### src/rtl/a1339_pkg.sv
// Shared definitions for the A1339 angle-sensor SPI emulator and its master-side decoder.
package a1339_pkg;

    localparam logic [19:0] CMD_ANGLE  = 20'h20009;
    localparam logic [19:0] CMD_TURNS  = 20'h2C001;
    localparam logic [15:0] ERROR_DATA = 16'h8000;
    localparam logic [19:0] TX_RESET   = 20'h0000D;

    typedef enum logic [1:0] {IDLE, SHIFT, DONE} state_t;

    // x^4+x+1, seed 4'hF, data MSB first
    function automatic logic [3:0] crc4(input logic [15:0] data);
        logic [3:0] c;
        logic       d;
        c = 4'hF;
        for (int i = 15; i >= 0; i--) begin
            d = data[i] ^ c[3];
            c = {c[2], c[1], c[0] ^ d, d};
        end
        return c;
    endfunction

endpackage

### src/rtl/spi_slave_sync.sv
// Multi-flop synchronizer for one SPI pin with rise/fall detection on the synchronized level.
module spi_slave_sync #(
    parameter int   STAGES  = 2,
    parameter logic RST_VAL = 1'b0
) (
    input  logic clock,
    input  logic reset,
    input  logic din_i,
    output logic sync_o,
    output logic rise_o,
    output logic fall_o
);

    logic [STAGES-1:0] chain_q, chain_d;
    logic              prev_q, prev_d;

    always_comb begin
        chain_d[0] = din_i;
        for (int i = 1; i < STAGES; i++) chain_d[i] = chain_q[i-1];
        prev_d = chain_q[STAGES-1];
    end

    always_ff @(posedge clock or posedge reset) begin
        if (reset) begin
            chain_q <= {STAGES{RST_VAL}};
            prev_q  <= RST_VAL;
        end else begin
            chain_q <= chain_d;
            prev_q  <= prev_d;
        end
    end

    assign sync_o = chain_q[STAGES-1];
    assign rise_o = sync_o & ~prev_q;
    assign fall_o = ~sync_o & prev_q;

endmodule

### src/rtl/a1339_emulator.sv
// SPI mode-3 slave emulating an A1339 sensor: captures commands, answers one frame later with CRC-protected data.
module a1339_emulator
    import a1339_pkg::*;
#(
    parameter int FRAME_BITS  = 20,
    parameter int SYNC_STAGES = 2
) (
    input  logic                  clock,
    input  logic                  reset,
    input  logic                  sck_i,
    input  logic                  ss_n_i,
    input  logic                  mosi_i,
    output logic                  miso_o,
    output logic                  miso_oe,
    input  logic [11:0]           angle_i,
    input  logic [11:0]           turns_i,
    output logic [FRAME_BITS-1:0] cmd_o,
    output logic                  cmd_valid_o,
    output logic [15:0]           abort_count_o
);

    localparam int BCW = $clog2(FRAME_BITS + 1);
    localparam logic [BCW-1:0] FULL = BCW'(FRAME_BITS);

    logic sck_sync, sck_rise, sck_fall;
    logic ss_sync, ss_rise, ss_fall;
    logic mosi_sync, mosi_rise_unused, mosi_fall_unused;

    spi_slave_sync #(.STAGES(SYNC_STAGES), .RST_VAL(1'b1)) u_sync_sck (
        .clock(clock), .reset(reset), .din_i(sck_i),
        .sync_o(sck_sync), .rise_o(sck_rise), .fall_o(sck_fall));
    spi_slave_sync #(.STAGES(SYNC_STAGES), .RST_VAL(1'b1)) u_sync_ss (
        .clock(clock), .reset(reset), .din_i(ss_n_i),
        .sync_o(ss_sync), .rise_o(ss_rise), .fall_o(ss_fall));
    spi_slave_sync #(.STAGES(SYNC_STAGES), .RST_VAL(1'b0)) u_sync_mosi (
        .clock(clock), .reset(reset), .din_i(mosi_i),
        .sync_o(mosi_sync), .rise_o(mosi_rise_unused), .fall_o(mosi_fall_unused));

    state_t                  state_q, state_d;
    logic [FRAME_BITS-1:0]   tx_shift_q, tx_shift_d;
    logic [FRAME_BITS-1:0]   rx_shift_q, rx_shift_d;
    logic [FRAME_BITS-1:0]   tx_shadow_q, tx_shadow_d;
    logic [FRAME_BITS-1:0]   cmd_q, cmd_d;
    logic [BCW-1:0]          bit_count_q, bit_count_d;
    logic [15:0]             abort_count_q, abort_count_d;
    logic                    miso_q, miso_d;
    logic [SYNC_STAGES:0]    warm_q, warm_d;
    logic                    armed_q, armed_d;
    logic                    start;
    logic [15:0]             data;

    // An SS already low when reset releases must not start a frame: wait until
    // the synchronizer has flushed and shows SS high before honouring a fall.
    always_comb begin
        warm_d  = {warm_q[SYNC_STAGES-1:0], 1'b1};
        armed_d = armed_q | (warm_q[SYNC_STAGES] & ss_sync);
    end

    always_ff @(posedge clock or posedge reset) begin
        if (reset) state_q <= IDLE;
        else       state_q <= state_d;
    end

    always_comb begin
        state_d = state_q;
        case (state_q)
            IDLE:    if (ss_fall && armed_q) state_d = SHIFT;
            SHIFT:   if (ss_rise) state_d = (bit_count_q == FULL) ? DONE : IDLE;
            DONE:    state_d = ss_fall ? SHIFT : IDLE;
            default: state_d = IDLE;
        endcase
    end

    always_comb begin
        tx_shift_d    = tx_shift_q;
        rx_shift_d    = rx_shift_q;
        tx_shadow_d   = tx_shadow_q;
        cmd_d         = cmd_q;
        bit_count_d   = bit_count_q;
        abort_count_d = abort_count_q;
        miso_d        = miso_q;
        data          = ERROR_DATA;
        start         = ss_fall && ((state_q == IDLE && armed_q) || state_q == DONE);

        if (state_q == SHIFT) begin
            if (sck_fall) begin
                miso_d     = (bit_count_q == FULL) ? 1'b0 : tx_shift_q[FRAME_BITS-1];
                tx_shift_d = tx_shift_q << 1;
            end
            if (sck_rise && bit_count_q != FULL) begin
                rx_shift_d  = {rx_shift_q[FRAME_BITS-2:0], mosi_sync};
                bit_count_d = bit_count_q + BCW'(1);
            end
            if (ss_rise) begin
                if (bit_count_q == FULL) cmd_d = rx_shift_q;
                else                     abort_count_d = abort_count_q + 16'd1;
            end
        end

        if (state_q == DONE) begin
            if (rx_shift_q == FRAME_BITS'(CMD_ANGLE))      data = {4'h0, angle_i};
            else if (rx_shift_q == FRAME_BITS'(CMD_TURNS)) data = {4'h0, turns_i};
            tx_shadow_d = FRAME_BITS'({data, crc4(data)});
        end

        // A fall coinciding with DONE picks up the shadow being built this cycle.
        if (start) begin
            tx_shift_d  = (state_q == DONE) ? tx_shadow_d : tx_shadow_q;
            rx_shift_d  = '0;
            bit_count_d = '0;
        end
    end

    always_ff @(posedge clock or posedge reset) begin
        if (reset) begin
            tx_shift_q    <= '0;
            rx_shift_q    <= '0;
            tx_shadow_q   <= FRAME_BITS'(TX_RESET);
            cmd_q         <= '0;
            bit_count_q   <= '0;
            abort_count_q <= '0;
            miso_q        <= 1'b0;
            warm_q        <= '0;
            armed_q       <= 1'b0;
        end else begin
            tx_shift_q    <= tx_shift_d;
            rx_shift_q    <= rx_shift_d;
            tx_shadow_q   <= tx_shadow_d;
            cmd_q         <= cmd_d;
            bit_count_q   <= bit_count_d;
            abort_count_q <= abort_count_d;
            miso_q        <= miso_d;
            warm_q        <= warm_d;
            armed_q       <= armed_d;
        end
    end

    always_comb begin
        cmd_valid_o   = (state_q == DONE);
        miso_o        = miso_q;
        miso_oe       = ~ss_sync;
        cmd_o         = cmd_q;
        abort_count_o = abort_count_q;
    end

endmodule

### config.mk
export PLATFORM = sky130hd
export DESIGN_NAME = a1339_emulator
export DESIGN_NICKNAME = d
export VERILOG_FILES = /design/src/rtl/a1339_pkg.sv /design/src/rtl/spi_slave_sync.sv /design/src/rtl/a1339_emulator.sv
export SDC_FILE = /design/constraint.sdc
export NUM_CORES = 1
export LEC_CHECK = 0
export BUFFER_PORTS_ARGS = -buffer_cell sky130_fd_sc_hd__buf_2
export CORE_UTILIZATION = 60
export CTS_CLUSTER_SIZE = 20
export DETAILED_ROUTE_END_ITERATION = 6
export PLACE_DENSITY = 0.82
export SETUP_SLACK_MARGIN = 0.15
export SYNTH_ARGS = -nofsm -noshare
export SYNTH_HDL_FRONTEND = slang
export SYNTH_HIERARCHICAL = 1
export SYNTH_SLANG_ARGS = --single-unit
### constraint.sdc
create_clock -name clock -period 11.2 [get_ports clock]
set_clock_uncertainty 0.1 [all_clocks]
set_input_delay 2.24 -clock clock [delete_from_list [all_inputs] [get_ports clock]]
set_output_delay 2.24 -clock clock [all_outputs]
set_load 0.01 [all_outputs]
* Yosys cells after proc, flatten, opt, wreduce, memory -nomap -nowiden
Cells that the tools add are included.
Word-level totals: bits in registers 116, bits of input ports 29
Cells by class: muxes and demuxes 20, reductions and logical operators 15, add/subtract/negate cells 2, bitwise logic cells 42, equality and inequality tests 8
Operator list (number):
- 20-bit two-way mux | 8
- 16-bit two-way mux | 3
- 20-bit by 18-bit == test with 1-bit output, second input constant | 2
- 1-bit XOR | 28
- 16-bit by 1-bit adder with 16-bit output, second input constant | 1
- 5-bit two-way mux | 3
- 1-bit inverter | 8
- 2-bit AND reduction | 4
- 2-bit two-way mux | 3
- 2-bit one-hot mux with 3 select lines | 1
- 3-bit AND reduction | 2
- 2-bit nonzero test | 3
- 5-bit by 1-bit adder with 5-bit output, second input constant | 1
- 1-bit AND | 5
- 5-bit == test, second input constant | 1
- 5-bit inequality test, second input constant | 1
- 1-bit logical AND | 4
- 2-bit inequality test, second input constant | 2
- 2-bit by 1-bit == test with 1-bit output, second input constant | 1
- 2-bit == test, second input constant | 1
- 2-bit zero test | 1
- 1-bit two-way mux | 2
- 1-bit logical OR | 1
- 1-bit OR | 1

* Logic depth before layout (Yosys ltp)
Gate-level depths: netlist of the first run.
depth after elaboration 17, mapped depth 12, depth with buffers taken out 9

* Hierarchy
The synthesis of the first run kept the hierarchy.
By module, submodules not included:
- a1339_emulator | sequential area each 2706.3 µm², area an instance 5116.2 µm², cells each 498, instances 1
- spi_slave_sync at u_sync_sck ... | sequential area each 78.8 µm², area an instance 97.6 µm², cells each 6, instances 2
- spi_slave_sync at u_sync_mosi | sequential area each 75.1 µm², area an instance 93.8 µm², cells each 6, instances 1

* Worst setup path after synthesis of the first run
No wires, ideal clock.
kind in2reg, start point input angle_i[8], end point register tx_shift_q[0], library setup time 0.121 ns, data required time 10.979 ns, data arrival time 3.770 ns, cell stages on the path 7, path slack 7.209 ns, path through nor2b_1 -> a22o_1 -> a22oi_4 -> xnor2_2 -> xnor3_2 -> mux2_4 -> a22o_1
On the way: word-level cells in the longest chain between the ends 10
Ends and longest elaborated chain:
- start, declared | line a1339_emulator.sv:15 | input logic [11:0] angle_i,
- 16-bit two-way mux | line a1339_emulator.sv:101 | if (rx_shift_q == FRAME_BITS'(CMD_ANGLE)) data = {4'h0, angle_i};
- 16-bit two-way mux | line a1339_emulator.sv:100 | if (state_q == DONE) begin
- 1-bit XOR | line a1339_pkg.sv:17 | d = data[i] ^ c[3];
- 1-bit XOR | line a1339_pkg.sv:18 | c = {c[2], c[1], c[0] ^ d, d};
- 1-bit XOR | line a1339_pkg.sv:17
- 1-bit XOR | line a1339_pkg.sv:18
- 1-bit XOR | line a1339_pkg.sv:17
- 20-bit two-way mux | line a1339_emulator.sv:100
- via tx_shadow_d[0] | line a1339_emulator.sv:42 | logic [FRAME_BITS-1:0] tx_shadow_q, tx_shadow_d;
- 20-bit two-way mux | line a1339_emulator.sv:108 | tx_shift_d = (state_q == DONE) ? tx_shadow_d : tx_shadow_q;
- 20-bit two-way mux | line a1339_emulator.sv:107 | if (start) begin
- end signal, assigned | line a1339_emulator.sv:126 | tx_shift_q <= tx_shift_d;
- end, declared | line a1339_emulator.sv:40 | logic [FRAME_BITS-1:0] tx_shift_q, tx_shift_d;
The timed path passes the listed nets, and every way through them passes these cells. The select of a mux whose other input is x is not followed. A chain may end at the register's enable or synchronous reset.

* Worst setup path after layout of the first run
start point register state_q[1], end point output cmd_valid_o
On the way: word-level cells in the longest chain between the ends 1
Ends and longest elaborated chain:
- start, declared | line a1339_emulator.sv:39 | state_t state_q, state_d;
- start signal, assigned | line a1339_emulator.sv:61 | else state_q <= state_d;
- 2-bit == test | line a1339_emulator.sv:139 | cmd_valid_o = (state_q == DONE);
- end, declared | line a1339_emulator.sv:18 | output logic cmd_valid_o,
Every way passes these cells.

==> out/results.ini, run 1 <==
[sta]
setup_viol = 0
final_max_slew_viol_count = 0
rsz0062_at_grt = false
period_share_pct = 44.2
max_freq_mhz = 202
relSlewSlack_pct = 24.7
layout_min_cycle_time_ns = 4.95
final-hold-violation-count = 0
setup_tns_ns = 0
tightest_slew_ns = 1.12

[min_path]
hold_class = reg2reg
hp-start = warm_q[1]

[route]
wire_per_inst_um = 17.6
wirelength_um = 12300
vias_per_cell = 6.04
drt-pass1-iter-count = 7
drtIter0Drc = 274
drc = 1
vias = 4204
ant_nets = 0

[clocking]
cts.sinks = 116
cts_tree = yes
postCtsHoldBufs = 0
cts_made_buffers = 17
cts.repair.resized = 0
path_clk_slew_ns = 0.05
clock-root-buffer = clkbuf_8
cts_max_level = 4
cts_setup_buffers = 0
clkLatencyLatePin_ns = 0.52
clock_path_buffers = 2

[final_layout]
fillers = 574
area_growth_pct = 19.2
nets = 607
final_cells = 696
drive_gt1_share_pct = 26.2
antenna_cells_inserted = 0

[global_route]
grt.met1_usage_pct = 35.0
grt_util_all_layers_pct = 28.1
grt_pass1_wl_um = 19400
grt_pass1_vias = 4012
grt_use_met2_pct = 48.1
antenna_found_initial = 0
grt_busiest_layer = met2
grt_max_degree = 61
grtUsageMet3_pct = 5.48
grt_overflow = 0

[power_and_ir_drop]
ir_drop_uv = 139
power.density_nw_per_um2 = 186
total_leakage_power_nw = 3.10

[die]
pin_count = 68
die_area_sq_um = 9320
start_util_pct = 61.8
core_area_sq_um = 8680
die_w_um = 96.6
die_h_um = 96.6
rows = 34

[critical_path]
cp-startpoint = state_q[1]
critical_path_required_ns = 8.86
critPathKind = reg2out
cp_cell_sequence = nand2_1 > clkinv_1 > buf_2
cp_max_fo = 27
reg2reg_from = rx_shift_q[16]
crit_path_start_kind = flip-flop
crit_family = buffers and inverters
cp_slowest_cell = clkinv_1
crit_buf_inv = 2
cp.arrival_ns = 2.61
crit_path_end_kind = output pin
max_stage_delay_ns = 0.80

[placed_design]
place.gp.congestion = 0.803
numPortBuffers = 67
dpl.cell_count = 664
hpwl_um = 7890

[run]
maxCapViolCount = 0

[synthesis]
avgSynthCellArea_sq_um = 10.5
synthCells = 513
syn-num-nets = 545
yosys_warnings = 6
syn_area_sq_um = 5370

[outcome]
status = complete, but fails checks
violations = design-rule violations

final timing paths:
check / endpoint / slack [ns] / depth (start not counted)
max: cmd_valid_o / 6.25 / 3
min: warm_q[2] / 0.25 / 0
max reg2reg: tx_shift_q[0] / 7.46 / 9
min reg2reg: warm_q[2] / 0.25 / 0
max in group asynchronous: rx_shift_q[2] / 8.12 / 3
min in group asynchronous: u_sync_mosi/chain_q[0] / 1.52 / 2
power breakdown:
| part | leakage (nW) | internal (mW) | switching, mW | total (mW) |
|---|---|---|---|---|
| Sequential | 1.49 | 0.458 | 0.0306 | 0.489 |
| Clock | 0.307 | 0.396 | 0.190 | 0.586 |
| Combinational | 1.31 | 0.0486 | 0.0671 | 0.116 |
| Total | 3.10 | 0.903 | 0.288 | 1.19 |
worst register-to-register path: cells and delay by family (launching register included):
| kind | cells | cell delay [ns] |
|---|---|---|
| AND/OR/NAND/NOR | 3 | 1.73 |
| flip-flops | 1 | 0.42 |
| AO/OA/AOI/OAI | 4 | 0.69 |
| XOR/XNOR | 1 | 0.41 |
| multiplexers | 1 | 0.28 |
through the flow:
stage                     util [%]  worst slack, ns  total power [mW]  hold WS, ns  cell area, sq um
after floorplan                  -             6.02             0.567        0.231              5370
after global placement        66.2             6.84             0.599        0.234              5750
after detailed placement      66.2             6.79             0.608        0.236              5750
after CTS                     73.7             6.26              1.20        0.255              6390
after global routing          73.7             6.10              1.23        0.259              6390
final                         73.7             6.25              1.19        0.253              6390
per-layer routing:
metal / share of wire (%) / vias to the layer above
met2: 52 / 160
met4: 1.8 / 0
met1: 41 / 2099
met3: 5.2 / 24
met5: 0 / -
li1: - / 1921
flip-flops by register name, summed over array words and instances (netlist names), 2 cells and up:
register             flops
tx_shift_q              20
u_sync_ss/chain_q        2
u_sync_mosi/chain_q      2
state_q                  2
cmd_o                   20
abort_count_o           16
bit_count_q              5
u_sync_sck/chain_q       2
warm_q                   3
rx_shift_q              20
tx_shadow_q             20
cells in the final DEF, fill, tap and decap left out, drive strengths merged, types with 5 or more instances in the layout:
| cell | count |
|---|---|
| a21oi | 22 |
| a221oi | 7 |
| a22o | 6 |
| a22oi | 13 |
| a31oi | 18 |
| a41oi | 10 |
| and3 | 7 |
| buf | 72 |
| bufinv | 5 |
| clkbuf | 20 |
| clkinv | 5 |
| dfrtp | 107 |
| dfstp | 9 |
| inv | 10 |
| mux2 | 22 |
| nand2 | 99 |
| nand3 | 12 |
| nand4 | 13 |
| nor2 | 39 |
| nor2b | 16 |
| xnor2 | 19 |
| xor2 | 12 |
final cells by class:
cell class	instances	area, sq um	share of cell area [%]
inverter	11	43.8	0.685
sequential	116	2910	45.6
multi-input combinational	357	2280	35.6
clock buffer	20	445	6.97
tap	108	135	2.11
clock inverter	12	204	3.19
timing repair buffer	72	373	5.83
(Power assumes the default switching activity.)
==> run 2: changes to the inputs <==
Settings changed: CORE_UTILIZATION 60 to 52, PLACE_DENSITY 0.82 to 0.76.
Clock period 11.2 ns to 4.2 ns, I/O delays scaled along.
==> run 2 against run 1 <==
  * The run now ends clean
  * Design area up 0.33%
  * First-iteration DRC count rose by 20%
  * Setup slack got worse by 5.5 ns
  * Clock power rose by 150%
  * Worst hold slack lost 0.12 ns
  * Sequential share of layout area is 0.15 points lower
  * Flip-flop and latch count is the same
  * Routed wire length down 1.4%
  * Register-to-register slack got worse by 6.7 ns
  * Clock-buffer cell count is 2 lower
  * Critical endpoint is now tx_shift_q[0]
  * Highest routed layer unchanged
==> out/results.ini, run 2 (synthesis results as in run 1) <==
[global_route]
grt_pass1_wl_um = 20700
grt_pass1_vias = 4249
grtUsageMet3_pct = 6.54
antenna_found_initial = 0
grt_util_all_layers_pct = 24.6
grt.met1_usage_pct = 32.1
grt_max_degree = 58
grt_overflow = 0
grt_busiest_layer = met2
grt_use_met2_pct = 37.7

[power_and_ir_drop]
total_leakage_power_nw = 3.11
p_int_mw = 2.26
clkPwrFrac_pct = 47.3
ir_drop_uv = 541
pwr-share-comb_pct = 10.0
net-switching-power_mw = 0.788
swShare_pct = 25.8
power.density_nw_per_um2 = 475
seqPwrFrac_pct = 42.8

[sta]
setup_tns_ns = 0
max_freq_mhz = 288
whs_ns = 0.131
relSlewSlack_pct = 40.0
tightest_slew_ns = 0.900
layout_min_cycle_time_ns = 3.47
fin_ws_ns = 0.733
setup_viol = 0
period_share_pct = 82.5
rsz0062_at_grt = false
final-hold-violation-count = 0
final_max_slew_viol_count = 0

[die]
die_area_sq_um = 10700
start_util_pct = 54.4
pin_count = 68
rows = 36
core_area_sq_um = 9860
die_h_um = 104
die_w_um = 104

[placed_design]
postPlaceCellArea_sq_um = 5820
numPortBuffers = 67
place.gp.congestion = 0.910
place_ws_ns = 0.794
hpwl_um = 7700

[critical_path]
r2r_slack_ns = 0.73
cp.arrival_ns = 3.78
reg2reg_from = rx_shift_q[8]
crit_path_end_kind = flip-flop
r2r_cells = 10
crit_path_start_kind = flip-flop
reg2reg_to = tx_shift_q[0]
cp_slowest_cell = or4_4
critical_path_required_ns = 4.51
max_stage_delay_ns = 0.55
cp_cell_sequence = or4_4 > nor4_4 > buf_4 > and3_1 > a211oi_1 > a31oi_1 > o22ai_1 > xnor3_2 > mux2_4 > a22o_1
cp_max_fo = 24
critPathKind = reg2reg

[route]
wire_per_inst_um = 16.7
drtIter0Drc = 330
vias_per_cell = 5.70
drt-pass1-iter-count = 5
drc = 0
vias = 4130
wirelength_um = 12100
ant_nets = 0

[final_layout]
stdcell_area_sq_um = 6420
layout_commonest_cell = dfrtp_1
area_growth_pct = 19.6
antenna_cells_inserted = 0
nets = 611
drive_gt1_share_pct = 26.7
final_cell_mix = dfrtp_1, nand2_1, buf_2

[clocking]
clock_path_buffers = 2
cts.sinks = 116
cts_tree = yes
cts_max_level = 4
cts.repair.resized = 0
path_clk_slew_ns = 0.06
clkLatencyLatePin_ns = 0.52
clock-root-buffer = clkbuf_8
postCtsHoldBufs = 0
cts_setup_buffers = 0
cts_made_buffers = 17

[outcome]
status = completed

[run]
maxCapViolCount = 0

[min_path]
hold_class = in2async

## run 2: cell count changes in the layout (fill, tap and decap cells not counted), sizes merged
cell	previous run	this run
bufinv	5	3
inv	10	12
buf	72	76
clkbuf	20	18
clkinv	5	7
## run 2: worst max path at each step
stage	from	slack (ns)	end
2_1_floorplan	reset	0.42	abort_count_o[0]
3_3_place_gp	rx_shift_q[8]	0.93	tx_shift_q[0]
3_5_place_dp	rx_shift_q[8]	0.79	tx_shift_q[0]
4_1_cts	rx_shift_q[8]	0.77	tx_shift_q[0]
5_1_grt	rx_shift_q[8]	0.56	tx_shift_q[0]
6_report	rx_shift_q[8]	0.73	tx_shift_q[0]
## run 2: power groups by stage
stage	clock network [mW]	registers [mW]	logic [mW]
6_report	1.44	1.30	0.304
5_1_grt	1.52	1.31	0.348
4_1_cts	1.46	1.30	0.308
3_5_place_dp	0	1.32	0.303
3_3_place_gp	0	1.31	0.292
2_1_floorplan	0	1.31	0.203
## run 2: area by class of cell
class                           count  area (sq um)
Sequential cell                   116          2910
Clock buffer                       18           418
Inverter                           11          43.8
Fill cell                         768          3450
Clock inverter                     14           179
Timing Repair Buffer               76           415
Multi-Input combinational cell    357          2280
Tap cell                          133           166
## run 2: metrics by stage
| stage | instances | power, mW | utilization [%] |
|---|---|---|---|
| 5_1_grt | 725 | 3.18 | 65.0 |
| 4_1_cts | 725 | 3.07 | 65.0 |
| 3_3_place_gp | 693 | 1.61 | 59.0 |
| 2_1_floorplan | 513 | 1.51 | - |
| 6_report | 725 | 3.05 | 65.0 |
| 3_5_place_dp | 693 | 1.62 | 59.0 |
## run 2: per-layer routing
metal	up-vias	share of wire, %
met1	2025	45
met2	144	48
met3	24	4.9
met4	0	2.7
li1	1937	-
met5	-	0
## run 2: critical path: cells and delay by family (launching register included)
family	cells	cell delay, ns
buf+inv	1	0.32
simple gates	3	1.23
mux	1	0.28
xor+xnor	1	0.41
flops	1	0.40
compound gates	4	0.60
==> run 3: changes to the inputs <==
Settings changed: CORE_UTILIZATION 52 to 58, PLACE_DENSITY 0.76 to 0.8.
Clock period 4.2 ns to 3.5 ns, I/O delays scaled along.
==> run 3 against run 2 <==
  * The run now ends with design-rule violations left
  * Register-to-register slack lost 0.51 ns
  * Highest routed layer unchanged
  * Critical endpoint unchanged
  * Core utilization grew 8.2 points
  * Combinational power grew 24%
  * Clock power grew 14%
  * First-iteration DRC count shrank 12%
  * Flip-flop and latch count is the same
==> out/results.ini, run 3 (synthesis results as in run 1) <==
[final_layout]
antenna_cells_inserted = 0
drive_gt1_share_pct = 28.9
nets = 622
final-seq-area_sq_um = 2910
area_growth_pct = 20.8
layout_commonest_cell = dfrtp_1
fillers = 618
final_cell_mix = dfrtp_1, nand2_1, buf_2
multiInputGateArea_sq_um = 2320

[route]
drt-pass1-iter-count = 7
wirelength_um = 12200
wire_per_inst_um = 17.1
vias = 4230
ant_nets = 0
drtIter0Drc = 290
vias_per_cell = 5.95
drc = 4

[power_and_ir_drop]
total_leakage_power_nw = 3.14
power.density_nw_per_um2 = 552
power_mw = 3.58
ir_drop_uv = 491

[critical_path]
max_stage_delay_ns = 0.55
crit_path_end_kind = flip-flop
cp.arrival_ns = 3.56
r2r_slack_ns = 0.22
crit_path_start_kind = flip-flop
cp_max_fo = 7
cp_cell_sequence = or4_4 > nor4_4 > buf_6 > clkbuf_4 > nand4_1 > a22oi_2 > o22a_4 > xnor2_2 > xnor3_2 > mux2_4 > a22o_1
critPathKind = reg2reg
critical_path_required_ns = 3.79
cp_slowest_cell = or4_4

[die]
rows = 34
die_w_um = 98.2
start_util_pct = 60.6
core_area_sq_um = 8850
pin_count = 68
die_area_sq_um = 9640
die_h_um = 98.2

[clocking]
clock-root-buffer = clkbuf_8
path_clk_slew_ns = 0.06
cts_made_buffers = 17
cts_max_level = 4
clock_path_buffers = 2
cts.sinks = 116
clkLatencyLatePin_ns = 0.51
cts_tree = yes

[outcome]
violations = design-rule violations
status = complete, but fails checks

[sta]
period_share_pct = 93.6
setup_viol = 0
relSlewSlack_pct = 43.5
final-hold-violation-count = 0
setup_tns_ns = 0
tightest_slew_ns = 0.844
layout_min_cycle_time_ns = 3.28
final_max_slew_viol_count = 0
rsz0062_at_grt = false
max_freq_mhz = 305

[placed_design]
numPortBuffers = 67
place.gp.congestion = 0.901
hpwl_um = 7710

[min_path]
hold_class = in2reg

[global_route]
grt_util_all_layers_pct = 27.1
grt_overflow = 0
grt_pass1_wl_um = 20500
grt_max_degree = 80
antenna_found_initial = 0
grt_pass1_vias = 4259

[run]
maxCapViolCount = 0

## run 3: cell type report
class / count / area share (%)
Clock buffer: 18 / 6.60
Clock inverter: 14 / 2.16
Inverter: 11 / 0.695
Multi-Input combinational cell: 357 / 35.7
Sequential cell: 116 / 45.0
Tap cell: 108 / 2.08
Timing Repair Buffer: 87 / 7.78
## run 3: what timing repair did
| action | CTS | global route |
|---|---|---|
| pin swaps | 0 | 7 |
| setup buffers | 0 | 6 |
| resized for setup | 1 | 9 |
| endpoints found under the setup margin | 1 | 3 |
| hold endpoints to repair | 2 | 0 |
| cloned | 0 | 1 |
| hold buffers | 1 | 0 |
## run 3: critical path: cells and delay by family, from the launching register on
kind	cells	cell delay, ns
compound gates	3	0.63
xor+xnor	2	0.42
buf+inv	2	0.35
flops	1	0.41
mux	1	0.28
simple gates	3	0.97
## run 3: layer usage
metal | vias up | routed length [um] | track usage [%]
met5 | - | 0 | 0
met4 | 0 | 212 | 9.76
met3 | 24 | 687 | 7.30
met2 | 152 | 6180 | 44.3
met1 | 2094 | 5110 | 34.9
li1 | 1960 | - | -
## run 3: report_power, final
group	switching (mW)	internal [mW]	leakage, nW
logic	0.215	0.161	1.37
registers	0.0972	1.47	1.49
clock network	0.662	0.979	0.275
## run 3: worst paths after layout
| path | from | to | cells after the start |
|---|---|---|---|
| max | rx_shift_q[18] | tx_shift_q[0] | 11 |
| min | sck_i | u_sync_sck/chain_q[0] | 1 |
| max reg2reg | rx_shift_q[18] | tx_shift_q[0] | 11 |
| min reg2reg | u_sync_mosi/chain_q[0] | u_sync_mosi/chain_q[1] | 0 |
| max in group asynchronous | reset | tx_shadow_q[0] | 4 |
| min in group asynchronous | reset | u_sync_mosi/chain_q[0] | 3 |
## run 3: metrics by stage
step                cells  util (%)  worst slack, ns  hold slack (ns)  instance area [sq um]
detailed placement    671      65.7            0.153            0.236                   5810
floorplan             513         -            0.388            0.231                   5370
finish                711      73.3            0.224            0.189                   6480
global route          711      73.3            0.113            0.162                   6480
CTS                   704      72.3            0.181            0.165                   6390
global placement      671      65.7            0.227            0.232                   5810
